$ cat src/rtl/pktunit_axis_arbiter_if.sv
// Packet-unit source bundle (all ports) and merged output bundle.
// Sources present N_PORTS packed lanes; the output is one PU stream.
interface pktunit_src_if #(
    parameter int N_PORTS    = 4,
    parameter int DATA_BYTES = 8
);
    logic [N_PORTS*DATA_BYTES*8-1:0] s_data;
    logic [N_PORTS*8-1:0]            s_flags;
    logic [N_PORTS*DATA_BYTES-1:0]   s_eop;
    logic [N_PORTS-1:0]              s_valid;
    logic [N_PORTS-1:0]              s_ready;

    modport master (
        output s_data, s_flags, s_eop, s_valid,
        input  s_ready
    );
    modport slave (
        input  s_data, s_flags, s_eop, s_valid,
        output s_ready
    );
endinterface

interface pktunit_out_if #(
    parameter int DATA_BYTES = 8
);
    logic [DATA_BYTES*8-1:0] m_data_d;
    logic                    m_data_v;
    logic                    m_data_r;
    logic [7:0]              m_flags_d;
    logic                    m_flags_v;
    logic                    m_flags_r;
    logic [DATA_BYTES-1:0]   m_eop_d;
    logic                    m_eop_v;
    logic                    m_eop_r;

    modport master (
        output m_data_d, m_data_v, m_flags_d, m_flags_v,
        output m_eop_d, m_eop_v,
        input  m_data_r, m_flags_r, m_eop_r
    );
    modport slave (
        input  m_data_d, m_data_v, m_flags_d, m_flags_v,
        input  m_eop_d, m_eop_v,
        output m_data_r, m_flags_r, m_eop_r
    );
endinterface

$ cat src/rtl/pktunit_axis_arbiter.sv
// Packet-granular round-robin merge of N PU sources onto one stream
// through a single output register shared by data/flags/eop.
module pktunit_axis_arbiter #(
    parameter int N_PORTS    = 4,
    parameter int DATA_BYTES = 8
) (
    input  logic               clk,
    input  logic               rst_n,
    pktunit_src_if.slave       s_if,
    pktunit_out_if.master      m_if,
    output logic [N_PORTS-1:0] grant,
    output logic [31:0]        pkt_count
);
    localparam int DW = DATA_BYTES * 8;
    localparam int PW = (N_PORTS > 1) ? $clog2(N_PORTS) : 1;

    typedef enum logic {IDLE, BUSY} state_t;

    state_t                r_state, w_state_nxt;
    logic [N_PORTS-1:0]    r_grant, w_grant_nxt;
    logic [PW-1:0]         r_rr_ptr, w_rr_nxt;
    logic [DW-1:0]         r_data, w_sel_data;
    logic [7:0]            r_flags, w_sel_flags;
    logic [DATA_BYTES-1:0] r_eop, w_sel_eop;
    logic                  r_out_v;
    logic [31:0]           r_pkt_count;
    logic [PW-1:0]         w_gidx, w_idx;
    logic                  w_found;
    logic                  w_out_acc, w_slot_free, w_take;
    logic [N_PORTS-1:0]    w_ready;

    assign w_out_acc   = r_out_v & m_if.m_data_r
                       & m_if.m_flags_r & m_if.m_eop_r;
    assign w_slot_free = !r_out_v | w_out_acc;
    assign w_ready     = (r_state == BUSY && w_slot_free)
                       ? r_grant : '0;
    assign w_take      = |(s_if.s_valid & w_ready);

    // lane of the current owner
    always_comb begin
        w_gidx      = '0;
        w_sel_data  = '0;
        w_sel_flags = '0;
        w_sel_eop   = '0;
        for (int p = 0; p < N_PORTS; p++) begin
            if (r_grant[p]) begin
                w_gidx      = PW'(p);
                w_sel_data  = s_if.s_data[p*DW +: DW];
                w_sel_flags = s_if.s_flags[p*8 +: 8];
                w_sel_eop   = s_if.s_eop[p*DATA_BYTES +: DATA_BYTES];
            end
        end
    end

    always_comb begin
        w_state_nxt = r_state;
        w_grant_nxt = r_grant;
        w_rr_nxt    = r_rr_ptr;
        w_found     = 1'b0;
        w_idx       = '0;
        unique case (r_state)
            IDLE: begin
                w_grant_nxt = '0;
                for (int i = 0; i < N_PORTS; i++) begin
                    w_idx = PW'((int'(r_rr_ptr) + i) % N_PORTS);
                    if (!w_found && s_if.s_valid[w_idx]) begin
                        w_found            = 1'b1;
                        w_state_nxt        = BUSY;
                        w_grant_nxt[w_idx] = 1'b1;
                    end
                end
            end
            BUSY: begin
                if (w_take && |w_sel_eop) begin
                    w_state_nxt = IDLE;
                    w_grant_nxt = '0;
                    w_rr_nxt    = PW'((int'(w_gidx) + 1) % N_PORTS);
                end
            end
        endcase
    end

    always_ff @(posedge clk or negedge rst_n) begin
        if (!rst_n) begin
            r_state  <= IDLE;
            r_grant  <= '0;
            r_rr_ptr <= '0;
        end else begin
            r_state  <= w_state_nxt;
            r_grant  <= w_grant_nxt;
            r_rr_ptr <= w_rr_nxt;
        end
    end

    // new PU wins over drain so back-to-back transfers keep out_v high
    always_ff @(posedge clk or negedge rst_n) begin
        if (!rst_n) begin
            r_data  <= '0;
            r_flags <= '0;
            r_eop   <= '0;
            r_out_v <= 1'b0;
        end else if (w_take) begin
            r_data  <= w_sel_data;
            r_flags <= w_sel_flags;
            r_eop   <= w_sel_eop;
            r_out_v <= 1'b1;
        end else if (w_out_acc) begin
            r_out_v <= 1'b0;
        end
    end

    always_ff @(posedge clk or negedge rst_n) begin
        if (!rst_n) begin
            r_pkt_count <= '0;
        end else if (w_out_acc && |r_eop) begin
            r_pkt_count <= r_pkt_count + 32'd1;
        end
    end

    assign s_if.s_ready   = w_ready;
    assign m_if.m_data_d  = r_data;
    assign m_if.m_flags_d = r_flags;
    assign m_if.m_eop_d   = r_eop;
    assign m_if.m_data_v  = r_out_v;
    assign m_if.m_flags_v = r_out_v;
    assign m_if.m_eop_v   = r_out_v;
    assign grant          = r_grant;
    assign pkt_count      = r_pkt_count;
endmodule
$ cat src/flat_wrapper.sv
// flat-port wrapper written by rule: the top's interface ports become plain ports
module pktunit_axis_arbiter_flat 
#(
    parameter int N_PORTS    = 4,
    parameter int DATA_BYTES = 8
)
  (clk, rst_n, grant, pkt_count, s_if_s_data, s_if_s_flags, s_if_s_eop, s_if_s_valid, s_if_s_ready, m_if_m_data_d, m_if_m_data_v, m_if_m_flags_d, m_if_m_flags_v, m_if_m_eop_d, m_if_m_eop_v, m_if_m_data_r, m_if_m_flags_r, m_if_m_eop_r);
  pktunit_src_if #(.N_PORTS(N_PORTS), .DATA_BYTES(DATA_BYTES)) s_if_i ();
  pktunit_out_if #(.DATA_BYTES(DATA_BYTES)) m_if_i ();
  input  logic clk;
  input  logic rst_n;
  output logic [N_PORTS-1:0] grant;
  output logic [31:0] pkt_count;
  input wire logic [$bits(s_if_i.s_data)-1:0] s_if_s_data;
  input wire logic [$bits(s_if_i.s_flags)-1:0] s_if_s_flags;
  input wire logic [$bits(s_if_i.s_eop)-1:0] s_if_s_eop;
  input wire logic [$bits(s_if_i.s_valid)-1:0] s_if_s_valid;
  output wire logic [$bits(s_if_i.s_ready)-1:0] s_if_s_ready;
  output wire logic [$bits(m_if_i.m_data_d)-1:0] m_if_m_data_d;
  output wire logic [$bits(m_if_i.m_data_v)-1:0] m_if_m_data_v;
  output wire logic [$bits(m_if_i.m_flags_d)-1:0] m_if_m_flags_d;
  output wire logic [$bits(m_if_i.m_flags_v)-1:0] m_if_m_flags_v;
  output wire logic [$bits(m_if_i.m_eop_d)-1:0] m_if_m_eop_d;
  output wire logic [$bits(m_if_i.m_eop_v)-1:0] m_if_m_eop_v;
  input wire logic [$bits(m_if_i.m_data_r)-1:0] m_if_m_data_r;
  input wire logic [$bits(m_if_i.m_flags_r)-1:0] m_if_m_flags_r;
  input wire logic [$bits(m_if_i.m_eop_r)-1:0] m_if_m_eop_r;
  assign s_if_i.s_data = s_if_s_data;
  assign s_if_i.s_flags = s_if_s_flags;
  assign s_if_i.s_eop = s_if_s_eop;
  assign s_if_i.s_valid = s_if_s_valid;
  assign s_if_s_ready = s_if_i.s_ready;
  assign m_if_m_data_d = m_if_i.m_data_d;
  assign m_if_m_data_v = m_if_i.m_data_v;
  assign m_if_m_flags_d = m_if_i.m_flags_d;
  assign m_if_m_flags_v = m_if_i.m_flags_v;
  assign m_if_m_eop_d = m_if_i.m_eop_d;
  assign m_if_m_eop_v = m_if_i.m_eop_v;
  assign m_if_i.m_data_r = m_if_m_data_r;
  assign m_if_i.m_flags_r = m_if_m_flags_r;
  assign m_if_i.m_eop_r = m_if_m_eop_r;
  pktunit_axis_arbiter #(.N_PORTS(N_PORTS), .DATA_BYTES(DATA_BYTES)) u_core (.clk(clk), .rst_n(rst_n), .s_if(s_if_i), .m_if(m_if_i), .grant(grant), .pkt_count(pkt_count));
endmodule
$ cat config.mk
export PLATFORM = sky130hd
export DESIGN_NAME = pktunit_axis_arbiter_flat
export DESIGN_NICKNAME = d
export VERILOG_FILES = /design/src/rtl/pktunit_axis_arbiter_if.sv /design/src/rtl/pktunit_axis_arbiter.sv /design/src/flat_wrapper.sv
export SDC_FILE = /design/constraint.sdc
export NUM_CORES = 1
export LEC_CHECK = 0
export BUFFER_PORTS_ARGS = -buffer_cell sky130_fd_sc_hd__clkbuf_2
export CORE_AREA = 3 3 173 175
export CTS_CLUSTER_SIZE = 12
export DETAILED_ROUTE_END_ITERATION = 10
export DIE_AREA = 0 0 176 178
export GPL_TIMING_DRIVEN = 0
export PLACE_DENSITY = 0.64
export SLEW_MARGIN = 20
export SYNTH_ARGS = -nofsm -noshare
export SYNTH_HDL_FRONTEND = slang
export SYNTH_SLANG_ARGS = --single-unit
$ cat constraint.sdc
create_clock -name clk -period 2.98 [get_ports clk]
set_clock_uncertainty 0.15 [all_clocks]
set_input_delay 0.149 -clock clk [delete_from_list [all_inputs] [get_ports clk]]
set_output_delay 0.149 -clock clk [all_outputs]
set_load 0.005 [all_outputs]
==> results of run 1 <==
## metrics by stage
step	setup slack [ps]	utilization (%)	setup TNS (ps)
4_1_cts	18.27	40.27	0
2_1_floorplan	572.1	-	0
3_5_place_dp	-202.0	35.47	-2008
6_report	212.9	40.32	0
3_3_place_gp	-333.2	35.34	-39090
5_1_grt	22.98	40.32	0
## metal layers
layer,part of all wire [%],global-route usage (%),wire (um)
met5,0.11,0,41
met4,3.0,7.687,1085
met3,7.8,6.492,2838
met2,50,38.91,18150
met1,39,25.59,14200
## power by group through the flow
stage	Combinational [mW]	Sequential, mW	Clock, mW
after detailed placement	4.85	2.55	0
after global routing	5.44	2.60	2.35
after global placement	4.75	2.53	0
final	4.92	2.54	2.23
after CTS	4.93	2.53	2.28
after floorplan	2.80	2.52	0
## layout make-up
cell class              count  share of cell area, %
clock inverters            13                  1.453
plain buffers              77                  3.090
flip-flops and latches    120                  26.02
multi-input cells         640                  34.54
diodes                      2                0.04337
repair buffers            527                  26.38
clock buffers              19                  3.925
well taps                 384                  4.163
inverters                  12                 0.3903
## cell families (layout without fill, tap and decap cells)
kind of cell	Yosys count	after routing
compound gates	256	256
xor+xnor	31	31
fa+ha+maj	7	7
buf+inv	89	648
flops	120	120
mux	16	16
other cells	0	2
simple gates	330	330
## worst register-to-register path: stages (launching register included)
cell	delay [ps]
dfrtp_1	510
buf_6	210
a22oi_1	170
nand2_1	100
nand2_2	310
clkbuf_4	380
buf_2	350
clkbuf_4	330
nand2_1	80
o21ai_0	90
## state kept, by name (all words and copies together), names as in the netlist
name	cells
u_core.pkt_count	32
u_core.grant	4
u_core.m_if.m_data_v	1
u_core.m_if.m_data_d	64
u_core.m_if.m_eop_d	8
u_core.r_rr_ptr	2
u_core.m_if.m_flags_d	8
u_core.r_state	1
## path summary, 6_finish.rpt
kind	slack, ps	cells past startpoint	end
setup / recovery	210	9	u_core.m_if.m_data_d[1]
hold / removal	40	5	u_core.m_if.m_flags_d[1]
setup reg to reg	210	9	u_core.m_if.m_data_d[1]
hold reg to reg	320	1	u_core.pkt_count[31]
max in group asynchronous	1820	3	u_core.m_if.m_data_d[5]
min in group asynchronous	120	2	u_core.m_if.m_data_d[18]
## Yosys cell counts (3+ instances only)
| cell | count | area (um^2) |
|---|---|---|
| mux2_2 | 8 | 90.09 |
| a221oi_1 | 78 | 683.2 |
| a21oi_1 | 78 | 390.4 |
| xnor2_1 | 12 | 105.1 |
| clkbuf_1 | 43 | 161.4 |
| nand3_1 | 8 | 40.04 |
| nand2_1 | 102 | 382.9 |
| nand4bb_1 | 6 | 67.56 |
| dfrtp_1 | 120 | 3003 |
| o21ai_0 | 75 | 375.4 |
| a22oi_1 | 3 | 22.52 |
| nand4_1 | 5 | 31.28 |
| nor4_1 | 4 | 25.02 |
| inv_1 | 12 | 45.04 |
| nor2b_1 | 74 | 462.9 |
| ha_1 | 7 | 87.58 |
| buf_2 | 22 | 110.1 |
| o22ai_1 | 4 | 25.02 |
| mux2i_1 | 4 | 40.04 |
| xor2_1 | 19 | 166.4 |
| a32oi_1 | 5 | 43.79 |
| nand3b_1 | 6 | 45.04 |
| mux4_2 | 3 | 67.56 |
| nor2_1 | 16 | 60.06 |
| buf_1 | 6 | 22.52 |
| and2_1 | 10 | 62.56 |
| a2bb2oi_1 | 4 | 35.03 |
| buf_4 | 4 | 30.03 |
| nor3b_1 | 5 | 37.54 |
| nor3_1 | 79 | 395.4 |
| and3_1 | 7 | 43.79 |
## timing repair
action,CTS,global route
endpoints found under the setup margin,18,13
endpoints found under the hold margin,187,0
hold buffers,75,0
gates resized for setup,3,6
==> flow_metrics.py, run 1 <==
metrics = {
    "synth": {
        "seq_area_frac_synth_pct": 40.70,
        "synth_fa_ha_area_share_pct": 1.187,
        "synth-compound-area-share_pct": 22.72,
        "synthSimpleGateAreaFrac_pct": 23.52,
        "yosysWarnings": 0,
        "synth_edf_count": 0,
        "synthFlopType": "dfrtp_1",
        "syn_area_um2": 7378,
        "synth_top_family_by_area": "simple AND/OR/NAND/NOR gates",
        "synthArstFlopShare_pct": 100.0,
        "syn_nets": 1185,
        "synth_mux_area_share_pct": 2.883,
        "ys_ff_latch": 120,
        "syn_area_per_cell_um2": 8.691,
        "synth_xor_area_share_pct": 3.680,
        "synthDistinctLibCells": 47,
        "syn_inst": 849,
    },
    "critical_path": {
        "crit_required_ps": 3150,
        "end_kind": "flip-flop",
        "start_kind": "flip-flop",
        "timing.critical_path.cells": "buf_6 > a22oi_1 > nand2_1 > nand2_2 > clkbuf_4 > buf_2 > clkbuf_4 > nand2_1 > o21ai_0",
        "crit_start": "u_core.grant[2]",
        "crit_family": "buffers and inverters",
        "critPathMaxFanout": 10,
        "slowest_stage": "dfrtp_1",
        "cp_num_buf_inv": 4,
        "r2r-start": "u_core.grant[2]",
        "arrival_ps": 2940,
        "max_stage_delay_ps": 510,
        "critPathKind": "reg -> reg",
    },
    "detailed_routing": {
        "via_per_inst": 5.119,
        "firstDrtPassIters": 6,
        "drcViolationCount": 0,
        "wl_mm": 36.31,
        "drtIter0Drc": 575,
        "wl_per_cell_um": 20.24,
        "ant_nets": 0,
        "vias": 9183,
    },
    "cells_and_area": {
        "final.fill_count": 2942,
        "multiInputGateArea_um2": 3986,
        "drive_above_1_share_pct": 38.14,
        "layout.cells.non_filler": 1794,
        "syn2layout_area_growth_pct": 56.42,
        "design_area_um2": 11540,
        "final_cell_mix": "clkbuf_2, dfrtp_1, nand2_1, nor3_1",
        "final_common_cell": "clkbuf_2",
        "final_nets": 1731,
        "regArea_um2": 3003,
    },
    "place": {
        "gp_congestion": 0.8579,
        "place_area_um2": 10150,
        "dp_cells": 1685,
        "io_buffers": 451,
        "dp_hpwl_mm": 28.20,
    },
    "floorplanning": {
        "dieArea_um2": 31330,
        "rows": 62,
        "die_h_um": 178,
        "core_area_um2": 28630,
        "die_w_um": 176,
        "pin_count": 452,
        "start_util_pct": 25.78,
    },
    "sta": {
        "fmax_ghz": 0.3614,
        "holdWs_ps": 35.21,
        "rsz0062_at_grt": "false",
        "relSlewSlack_pct": 51.60,
        "hold_viol": 0,
        "post-route-period-util_pct": 92.86,
        "period_minus_slack_ps": 2767,
        "maxSlewViolCount": 0,
        "setup_viol_count_final": 0,
        "worst_pin_slew_ps": 726.0,
    },
    "worst_hold_path": {
        "holdCritPathClass": "in -> reg",
        "hold_start": "s_if_s_flags[17]",
    },
    "power_and_ir_drop": {
        "seq_power_share_pct": 26.2,
        "comb_power_share_pct": 50.8,
        "power_switching_share_pct": 42.80,
        "leakagePower_nw": 5.724,
        "irDropWorstVdd_v": 0.0003488,
        "p_switching_mw": 4.151,
        "power_frac_clock_pct": 23.0,
        "internal_power_mw": 5.548,
        "power_density_nw_per_um2": 840.4,
        "power.total_mw": 9.699,
    },
    "clock_tree": {
        "cts_buffers": 17,
        "cts_setup_buffers": 0,
        "clk_pin_slew_ps": 70,
        "root_buffer": "clkbuf_16",
        "clock_latency_ps": 410,
        "cts_tree": "yes",
        "clock-sinks": 120,
        "clockBufferDepth": 2,
        "cts_max_level": 4,
    },
    "grt": {
        "antenna_found_initial": 5,
        "grt_usage_pct": 22.08,
        "grt_pass1_vias": 9277,
        "grt_pass1_wl_mm": 52.92,
        "gr-total-overflow": 0,
        "grt_start_max_net_pins": 71,
    },
    "outcome": {
        "status": "complete, no violations",
    },
    "flow_run": {
        "cap_violations": 0,
    },
}
No activity file was read; power rests on OpenSTA's default activity.
==> inputs of run 2 (changes only) <==
--- a/config.mk
+++ b/config.mk
@@ -10,8 +10,7 @@
 export CTS_CLUSTER_SIZE = 12
 export DETAILED_ROUTE_END_ITERATION = 10
 export DIE_AREA = 0 0 176 178
-export GPL_TIMING_DRIVEN = 0
-export PLACE_DENSITY = 0.64
+export GPL_TIMING_DRIVEN = 1
 export SLEW_MARGIN = 20
 export SYNTH_ARGS = -nofsm -noshare
 export SYNTH_HDL_FRONTEND = slang
==> run 2 against run 1 <==
Effect of this change:
- routed wire length is 21% lower
- fmax grew 10%
- clock power down 9.0%
- sequential power is 2% higher
- sequential cell count unchanged
- final cell count down 3.5%
- global-route usage is 4.7 points lower
- combinational power down 13%
- hold slack got worse by 11 ps
- utilization down 0.84 points
- first-iteration DRC count fell by 42%
==> flow_metrics.py, run 2 (synthesis results as in run 1) <==
metrics = {
    "place": {
        "place_area_um2": 9941,
        "gp_congestion": 0.8510,
        "io_buffers": 451,
        "dp_hpwl_mm": 21.72,
    },
    "critical_path": {
        "worstReg2RegEnd": "u_core.m_if.m_data_d[56]",
        "critPathMaxFanout": 78,
        "timing.critical_path.cells": "buf_4 > nor2b_1 > nor3_1 > a21oi_1 > dlygate4sd3_1 > o21ai_0",
        "rrSetupSlack_ps": 470,
        "r2r-start": "u_core.grant[2]",
        "crit_family": "buffers and inverters",
        "r2r_cells": 6,
        "crit_start": "u_core.grant[2]",
        "slowest_stage": "buf_4",
        "endpoint": "u_core.m_if.m_data_d[56]",
        "crit_cells": 6,
        "arrival_ps": 2650,
        "end_kind": "flip-flop",
        "max_stage_delay_ps": 590,
        "crit_required_ps": 3120,
        "cp_num_buf_inv": 2,
        "start_kind": "flip-flop",
        "critPathKind": "reg -> reg",
    },
    "cells_and_area": {
        "design_area_um2": 11300,
        "final_nets": 1670,
        "final_cell_mix": "clkbuf_2, dfrtp_1, nand2_1, nor3_1",
        "syn2layout_area_growth_pct": 53.15,
        "finish.utilization_pct": 39.47,
        "largest_register_ffs": 64,
        "multiInputGateArea_um2": 3999,
        "regArea_um2": 3014,
        "drive_above_1_share_pct": 38.75,
        "num_antenna_cells": 0,
        "final_common_cell": "clkbuf_2",
        "final.fill_count": 2904,
    },
    "sta": {
        "post-route-period-util_pct": 84.30,
        "maxSlewViolCount": 0,
        "fmax_ghz": 0.3981,
        "holdWs_ps": 24.09,
        "period_minus_slack_ps": 2512,
        "setup_viol_count_final": 0,
        "rsz0062_at_grt": "false",
        "fin_setup_tns_ps": 0,
        "relSlewSlack_pct": 52.68,
        "worst_pin_slew_ps": 709.9,
        "hold_viol": 0,
    },
    "floorplanning": {
        "start_util_pct": 25.78,
        "core_area_um2": 28630,
        "die_w_um": 176,
        "rows": 62,
        "dieArea_um2": 31330,
        "pin_count": 452,
        "die_h_um": 178,
    },
    "grt": {
        "antenna_found_initial": 0,
        "grt_pass1_wl_mm": 43.41,
        "grt_use_met1_pct": 21.48,
        "grt_pass1_vias": 8081,
        "grt_start_max_net_pins": 94,
        "grtUsageMet3_pct": 4.619,
        "grt_usage_pct": 17.38,
        "globalRoute.busiestLayer": "met2",
        "gr-total-overflow": 0,
        "met2_usage_pct": 30.37,
    },
    "detailed_routing": {
        "via_per_inst": 4.783,
        "firstDrtPassIters": 4,
        "drcViolationCount": 0,
        "wl_per_cell_um": 16.54,
        "drtIter0Drc": 332,
        "ant_nets": 0,
        "wl_mm": 28.64,
        "vias": 8280,
    },
    "clock_tree": {
        "cts_tree": "yes",
        "cts_setup_buffers": 0,
        "clk_pin_slew_ps": 70,
        "cts_max_level": 4,
        "root_buffer": "clkbuf_16",
        "cts_buffers": 17,
        "clockBufferDepth": 2,
        "clock_latency_ps": 410,
        "clock-sinks": 120,
    },
    "power_and_ir_drop": {
        "power_density_nw_per_um2": 789.4,
        "leakagePower_nw": 5.581,
        "power.total_mw": 8.920,
        "irDropWorstVdd_v": 0.0004669,
    },
    "outcome": {
        "status": "complete, no violations",
    },
    "worst_hold_path": {
        "holdCritPathClass": "in -> reg",
    },
    "flow_run": {
        "cap_violations": 0,
    },
}
==> run 2: changes by cell type in the layout (fill, tap and decap cells not counted), moves of 3 or more <==
cell           previous run  this run
clkbuf_1                 39         0
dfrtp_1                 120       117
bufinv_16                 3         0
dlygate4sd3_1            75        78
clkbuf_2                454       450
inv_6                     3         6
buf_12                    0         3
buf_4                     4        12
clkbuf_8                  3         0
buf_2                    20         0
dfrtp_4                   0         3
inv_8                     0         3
buf_1                     6         0
==> run 2: report_power, final <==
part | internal (mW) | switching [mW] | total [mW]
Clock | 1.12 | 0.914 | 2.03
Combinational | 1.92 | 2.37 | 4.29
Sequential | 2.17 | 0.433 | 2.60
==> run 2: worst min-delay path, cell delays in order <==
cell	delay, ps
clkbuf_2	80
nor2b_1	100
nor3_1	50
a21oi_1	100
o21ai_0	70
==> run 2: repair_timing <==
item                                   4_1_cts  5_1_grt
endpoints found under the hold margin      193        0
resized for setup                            0        0
hold buffers                                78        0
==> run 2: worst min-delay path by stage <==
| stage | from | to | slack [ps] | cells after the start |
|---|---|---|---|---|
| floorplan | rst_n | u_core.grant[0] | -300 | 0 |
| global placement | rst_n | u_core.m_if.m_data_d[15] | -100 | 1 |
| detailed placement | rst_n | u_core.m_if.m_data_d[15] | -100 | 1 |
| CTS | s_if_s_eop[1] | u_core.m_if.m_eop_d[1] | 2 | 4 |
| global route | s_if_s_eop[1] | u_core.m_if.m_eop_d[1] | 30 | 4 |
| finish | s_if_s_data[131] | u_core.m_if.m_data_d[3] | 20 | 5 |
==> run 2: layout make-up <==
cell class,instances,area share [%]
clock buffers,17,3.765
clock inverters,15,1.351
inverters,12,0.3986
multi-input cells,640,35.39
flip-flops and latches,120,26.67
well taps,384,4.252
repair buffers,543,28.17
==> run 2: metal layers <==
| metal | up-vias | part of all wire (%) |
|---|---|---|
| met5 | - | 0 |
| met4 | 0 | 1.1 |
| met3 | 17 | 7.1 |
| met2 | 316 | 50 |
| met1 | 3862 | 42 |
| li1 | 4085 | - |
==> run 2: per-stage QoR <==
stage               setup slack (ps)  cells
floorplan                      572.1    849
global placement               619.9   1621
detailed placement             538.7   1621
CTS                            481.5   1731
global route                   283.7   1731
finish                         468.0   1731
